### src/rtl/fifo_arb_pkg.sv
// Shared types and defaults for the FIFO write-port arbiter.
// State enum, default sizes, grant-index width helper.
package fifo_arb_pkg;

  typedef enum logic {
    IDLE  = 1'b0,
    GRANT = 1'b1
  } arb_state_t;

  localparam int DEF_NREQ  = 4;
  localparam int DEF_DSIZE = 8;

  function automatic int idw(input int n);
    return (n > 1) ? $clog2(n) : 1;
  endfunction

endpackage

### src/rtl/fifo_wr_arbiter_rr_pick.sv
// Round-robin picker: first set req bit above prev, wrapping.
// Ports: req (N), prev (IW) -> found, idx (IW).
module rr_pick
  import fifo_arb_pkg::*;
#(
  parameter int N  = DEF_NREQ,
  parameter int IW = idw(DEF_NREQ)
) (
  input  logic [N-1:0]  req,
  input  logic [IW-1:0] prev,
  output logic          found,
  output logic [IW-1:0] idx
);

  logic [N-1:0] hi;

  // hi keeps only requests strictly above prev; if any exist
  // they win, otherwise the lowest request wraps around.
  always_comb begin
    hi = '0;
    for (int i = 0; i < N; i++)
      hi[i] = req[i] && (i > int'(prev));
  end

  always_comb begin
    found = |req;
    idx   = prev;
    for (int i = N - 1; i >= 0; i--)
      if (req[i]) idx = IW'(i);
    for (int i = N - 1; i >= 0; i--)
      if (hi[i]) idx = IW'(i);
  end

endmodule

### src/rtl/fifo_wr_arbiter.sv
// Round-robin, packet-locked scheduler for the FIFO write port.
// Ports: wclk/wrst_n, req_* per requester, wfull/winc/wdata, gnt_*/pkt_done.
module fifo_wr_arbiter
  import fifo_arb_pkg::*;
#(
  parameter int DSIZE = DEF_DSIZE,
  parameter int NREQ  = DEF_NREQ,
  parameter int IDW   = idw(NREQ)
) (
  input  logic                  wclk,
  input  logic                  wrst_n,
  input  logic [NREQ-1:0]       req_valid,
  input  logic [NREQ-1:0]       req_last,
  input  logic [NREQ*DSIZE-1:0] req_data,
  output logic [NREQ-1:0]       req_ready,
  input  logic                  wfull,
  output logic                  winc,
  output logic [DSIZE-1:0]      wdata,
  output logic                  gnt_valid,
  output logic [IDW-1:0]        gnt_id,
  output logic                  pkt_done
);

  arb_state_t     state, state_n;
  logic [IDW-1:0] gid_n;
  logic           done_n;
  logic           pick_found;
  logic [IDW-1:0] pick_idx;
  logic           sel_valid;
  logic           sel_last;

  rr_pick #(
    .N  (NREQ),
    .IW (IDW)
  ) u_pick (
    .req   (req_valid),
    .prev  (gnt_id),
    .found (pick_found),
    .idx   (pick_idx)
  );

  always_comb begin
    sel_valid = 1'b0;
    sel_last  = 1'b0;
    wdata     = '0;
    for (int i = 0; i < NREQ; i++) begin
      if (gnt_id == IDW'(i)) begin
        sel_valid = req_valid[i];
        sel_last  = req_last[i];
        wdata     = req_data[i*DSIZE +: DSIZE];
      end
    end
  end

  always_ff @(posedge wclk) begin
    if (!wrst_n) begin
      state    <= IDLE;
      gnt_id   <= IDW'(NREQ - 1);
      pkt_done <= 1'b0;
    end else begin
      state    <= state_n;
      gnt_id   <= gid_n;
      pkt_done <= done_n;
    end
  end

  always_comb begin
    state_n = state;
    gid_n   = gnt_id;
    done_n  = 1'b0;
    unique case (state)
      IDLE: begin
        if (pick_found) begin
          state_n = GRANT;
          gid_n   = pick_idx;
        end
      end
      GRANT: begin
        if (winc && sel_last) begin
          state_n = IDLE;
          done_n  = 1'b1;
        end
      end
      default: state_n = IDLE;
    endcase
  end

  // winc looks only at registered wfull and the held grant, so a
  // full FIFO can never be written, even for one cycle.
  always_comb begin
    gnt_valid = (state == GRANT);
    winc      = gnt_valid & sel_valid & ~wfull & wrst_n;
    req_ready = '0;
    for (int i = 0; i < NREQ; i++)
      if (gnt_id == IDW'(i)) req_ready[i] = winc;
  end

endmodule

### config.mk
export PLATFORM = sky130hd
export DESIGN_NAME = fifo_wr_arbiter
export DESIGN_NICKNAME = d
export VERILOG_FILES = /design/src/rtl/fifo_arb_pkg.sv /design/src/rtl/fifo_wr_arbiter_rr_pick.sv /design/src/rtl/fifo_wr_arbiter.sv
export SDC_FILE = /design/constraint.sdc
export NUM_CORES = 1
export LEC_CHECK = 0
export CAP_MARGIN = 30
export CORE_MARGIN = 3
export CORE_UTILIZATION = 25
export CTS_CLUSTER_SIZE = 8
export DETAILED_ROUTE_END_ITERATION = 8
export GPL_TIMING_DRIVEN = 0
export PLACE_DENSITY = 0.75
export RECOVER_POWER = 100
export SYNTH_ARGS = -nofsm -noshare
export SYNTH_HDL_FRONTEND = slang
export SYNTH_SLANG_ARGS = --single-unit
### constraint.sdc
create_clock -name wclk -period 1.8 [get_ports wclk]
set_clock_uncertainty 0.1 [all_clocks]
set_input_delay 0.27 -clock wclk [delete_from_list [all_inputs] [get_ports wclk]]
set_output_delay 0.27 -clock wclk [all_outputs]
set_load 0.1 [all_outputs]
## Yosys cells after proc, flatten, opt, wreduce, memory -nomap -nowiden

Index checks and enable logic that the tools add are counted.

| word-level totals | value |
|---|---|
| latch bits | 0 |
| memory bits (read-only) | 0 |
| output and inout port bits | 17 |
| logic and storage cells | 50 |
| memories | 0 |
| input bits | 43 |
| register bits | 4 |
| bits in writable memories | 0 |

| cells by class | value |
|---|---|
| multiply operators | 0 |
| bitwise operators | 5 |
| div/mod/pow operators | 0 |
| mux-type cells | 27 |
| shifts and indexed selects | 0 |
| equal/unequal tests | 3 |
| reduce and logical (&&, ||, !) cells | 9 |
| order comparisons | 3 |
| $add $sub $neg | 0 |

Operators with widths:

| kind | count |
|---|---|
| two-way mux 8 bit | 4 |
| two-way mux 1 bit | 15 |
| two-way mux 2 bit | 7 |
| nonzero test 7 bit | 1 |
| == test 2 bit, second input constant | 2 |
| greater-than comparator 2 bit, first input constant | 2 |
| logical AND 1 bit | 4 |
| OR reduction 4 bit | 1 |
| AND 1 bit | 3 |
| AND reduction 3 bit | 1 |
| == test 2 x 1 -> 1 bit, second input constant | 1 |
| greater-than comparator 1 x 2 -> 1 bit, first input constant | 1 |
| logical NOT 2 bit | 1 |
| inverter 1 bit | 2 |
| case mux 1 bit (2 select lines) | 1 |
| AND reduction 2 bit | 1 |

## Depth between registers and ports, before layout

| depth | value |
|---|---|
| word-level depth | 11 |
| mapped depth | 5 |
| gate-level depth less buffers | 4 |

## By module

A second synthesis with hierarchy kept.

| unflattened totals | value |
|---|---|
| cells, all modules | 53 |
| area total of the unflattened synthesis | 548.0 um2 |

Modules (own cells, without submodules):

| module | instances | area each (um2) | seq. area each (um2) | cells an instance |
|---|---|---|---|---|
| fifo_wr_arbiter | 1 | 461.7 | 80.1 | 41 |
| rr_pick | 1 | 86.3 | 0.0 | 12 |

## Least setup slack after synthesis

No wires, ideal clock.

| path | value |
|---|---|
| path kind | reg-to-output |
| start | reg state (netlist: gnt_valid) |
| end | out req_ready[0] |
| required time | 1.430 ns |
| setup slack | -3.111 ns |
| stages on the path, launching flop included | 4 |
| buffers on the path | 0 |
| arrival time | 4.541 ns |
| cells stage by stage | dfxtp_1 nor2b_1 nand2_1 nor4b_1 |

| between the ends | value |
|---|---|
| word-level cells in the longest chain between the ends | 4 |

RTL lines:

| what | RTL line | RTL |
|---|---|---|
| start, declared | fifo_wr_arbiter.sv:24 | `arb_state_t state, state_n;` |
| start signal, assigned | fifo_wr_arbiter.sv:61 | `state <= state_n;` |
| AND 1 bit (3 in a row) | fifo_wr_arbiter.sv:92 | `winc = gnt_valid & sel_valid & ~wfull & wrst_n;` |
| two-way mux 1 bit | fifo_wr_arbiter.sv:95 | `if (gnt_id == IDW'(i)) req_ready[i] = winc;` |
| end, declared | fifo_wr_arbiter.sv:15 | `output logic [NREQ-1:0] req_ready,` |

No other way between the ends.

## Worst setup path in the final report

| path | value |
|---|---|
| start | reg gnt_id[1] |
| end | out winc |

| between the ends | value |
|---|---|
| word-level cells in the longest chain between the ends | 8 |
| elaborated cells on any way between the ends | 11 |
| classes of those cells | eq/ne (3); mux (4); bitwise (3); reduce/logical (1) |

RTL lines:

| what | RTL line | RTL |
|---|---|---|
| start, declared | fifo_wr_arbiter.sv:20 | `output logic [IDW-1:0] gnt_id,` |
| start signal, assigned | fifo_wr_arbiter.sv:58 | `gnt_id <= IDW'(NREQ - 1);` |
| start signal, assigned | fifo_wr_arbiter.sv:62 | `gnt_id <= gid_n;` |
| logical NOT 2 bit | fifo_wr_arbiter.sv:47 | `if (gnt_id == IDW'(i)) begin` |
| two-way mux 1 bit (3 in a row) | fifo_wr_arbiter.sv:47 |  |
| two-way mux 1 bit * | fifo_wr_arbiter.sv:47 |  |
| AND 1 bit * (3 in a row) | fifo_wr_arbiter.sv:92 |  |
| end, declared | fifo_wr_arbiter.sv:17 | `output logic winc,` |

Every way passes the cells marked *; elsewhere a longest branch is shown, timed or not.

==> flow_summary.json <==
{
  "outcome": "finished with violations",
  "violations": "setup timing",
  "fin_nets": 173,
  "power_mw": 0.940,
  "synth.area.top_cells": "mux4_2, dfxtp_1, mux4_1, buf_4, nand2_1",
  "wl_met3_um": 346,
  "drt-vias-per-instance": 4.94,
  "drcViolationCount": 0,
  "fin_area_mm2": 0.00152,
  "avgSynthCellArea_um2": 10.5,
  "antenna_found_initial": 0,
  "fp.dieW_um": 51.9,
  "gp_congestion": 0.835,
  "cts-root-buf": "clkbuf_4",
  "cp.required_ps": 1430,
  "finalCritPeriodShare": 1.06,
  "io_buffers": 59,
  "synth_compound_area_frac": 0.119,
  "yosys_warnings": 0,
  "post_dp_cell_area_mm2": 0.00125,
  "synth_top_cell_area_share": 0.385,
  "groute.usage.overall": 0.214,
  "drt_iter0_markers": 7,
  "hold_violations": 0,
  "seq_area_frac_synth": 0.152,
  "crit_path_end_kind": "output pin",
  "hp-class": "primary input to register",
  "p_leak_nw": 0.653,
  "cpMaxStageDelayCell": "mux4_2",
  "cp.arrival_ps": 1530,
  "antennaDiodeCount": 0,
  "die_area_mm2": 0.00269,
  "drv_slew": 0,
  "htree_levels": 1,
  "postRouteWirelength_mm": 2.60,
  "path_cells": "mux4_2 > and3_4 > buf_12",
  "timing.fmax_mhz": 526,
  "grt_pass1_wl_mm": 4.23,
  "synthCells": 50,
  "drive_above_1_share": 0.488,
  "relSlewSlack": 0.369,
  "fp.coreArea_mm2": 0.00186,
  "synth_area_um2": 527,
  "drt-met1-wl_um": 975,
  "start_util": 0.284,
  "worstSetupPathType": "register to output pin",
  "grt_overflow": 0,
  "yosysUniqueCellTypes": 27,
  "pwr_density_cell_mw_per_mm2": 619,
  "grt_max_degree": 11,
  "critPathTopFamily": "multiplexers",
  "pin_count": 60,
  "fin_crit_ps": 1900,
  "grt_pass1_vias": 848,
  "final_common_cell": "clkdlybuf4s50_1",
  "cts_tree": "built",
  "dieHeight_um": 51.9,
  "crit_path_start_kind": "register",
  "ant_nets": 0,
  "synth.largest_area_cell": "mux4_2",
  "hold_buffers": 0,
  "clock_latency_ps": 250,
  "utilization": 0.818,
  "tightest_slew_ps": 950,
  "setup_viol": 9,
  "highest_layer": "met4",
  "clock-sinks": 4,
  "synth_fp_nets": 93,
  "synth.mux.area_fraction": 0.435,
  "synth_top_family_by_area": "multiplexers",
  "max_stage_delay_ps": 530,
  "ir_worst_vdd_mv": 0.505,
  "synthAdderAreaFrac": 0,
  "maxCapViolations": 0,
  "met2_wirelength_mm": 1.26,
  "rsz0062_at_grt": "yes",
  "routed-via-count": 760,
  "crit_path_max_fanout": 5,
  "path_clk_slew_ps": 50,
  "yosys_register_bits": 4,
  "path_buf_inv": 1,
  "synth_xor_area_frac": 0,
  "wl_per_cell_um": 16.9,
  "synthSimpleGateAreaFrac": 0.221,
  "first_pass_iters": 4,
  "rows": 15,
  "setup_slack_ps": -102,
  "area_growth_pct": 188,
  "cts_buffers": 3,
  "hpwl_mm": 1.77,
  "layout_common_cells": "clkdlybuf4s50_1, buf_12, buf_4",
  "cts_buffer_depth": 2
}
-- layer usage --
metal  track usage  up-vias
met5             0        -
met4        0.0655        0
met3        0.0802        3
met2         0.393       51
met1         0.221      350
li1              -      356
-- report_power, final --
group / switching [mW] / internal (mW)
Sequential: 0.00773 / 0.0959
Combinational: 0.390 / 0.314
Clock: 0.0484 / 0.0839
-- kinds of logic (layout without fill, tap and decap cells) --
kind of cell | after synthesis | count (layout)
AO/OA/AOI/OAI | 10 | 10
multiplexers | 10 | 10
flip-flops | 4 | 4
AND/OR/NAND/NOR | 20 | 20
buffers and inverters | 6 | 85
-- stage by stage --
stage	setup WS (ps)	setup TNS [ps]	hold slack (ps)	std cells
2_1_floorplan	-548	-2230	245	50
3_3_place_gp	-1140	-10810	483	134
3_5_place_dp	-1160	-10980	479	134
4_1_cts	-173	-816	354	147
5_1_grt	-142	-955	419	154
6_report	-102	-488	370	154
-- worst register-to-register path, stage by stage, from the launching register on --
cell      delay [ps]
dfxtp_4          340
clkbuf_2         180
clkbuf_4         150
buf_4            100
mux4_2           520
and3_1           200
-- final timing paths --
| path | start | endpoint | slack, ps | cells past startpoint |
|---|---|---|---|---|
| max reg2reg | gnt_id[0]$_SDFFE_PN1P_ | pkt_done$_SDFF_PN0_ | 100 | 5 |
| max | gnt_id[1]$_SDFFE_PN1P_ | winc | -100 | 3 |
| min reg2reg | gnt_valid$_SDFF_PN0_ | gnt_id[1]$_SDFFE_PN1P_ | 570 | 3 |
| min | wrst_n | gnt_id[1]$_SDFFE_PN1P_ | 370 | 2 |
-- layout make-up --
type,count,area [um^2]
well taps,25,31.3
fillers,100,339
flip-flops and latches,4,91.3
inverters,2,7.51
clock buffers,4,26.3
repair buffers,76,823
multi-input cells,40,479
plain buffers,3,60.1
-- synth_stat cells --
cell	n
mux4_2	9
dfxtp_1	4
nand2_1	4
nor2_1	4
and3_1	2
buf_4	2
inv_1	2
nor3_1	2
o21ai_0	2
o22ai_1	2
a211oi_1	1
a21oi_1	1
a21oi_2	1
a31oi_1	1
and2_1	1
buf_2	1
buf_6	1
mux4_1	1
nand2b_1	1
nor2b_1	1
nor2b_4	1
nor3b_1	1
nor4b_1	1
o21ai_1	1
o21bai_1	1
or2b_1	1
or4_1	1
-- state kept, by name, indices dropped and copies added (netlist names) --
register / cells
gnt_valid: 1
pkt_done: 1
gnt_id: 2
-- what timing repair did --
item	in CTS	in global routing
gates resized for setup	130	6
endpoints found under the setup margin	17	14
setup buffers	8	8
cloned	1	1
pin swaps	2	3
No activity file was read; power rests on OpenSTA's default activity.
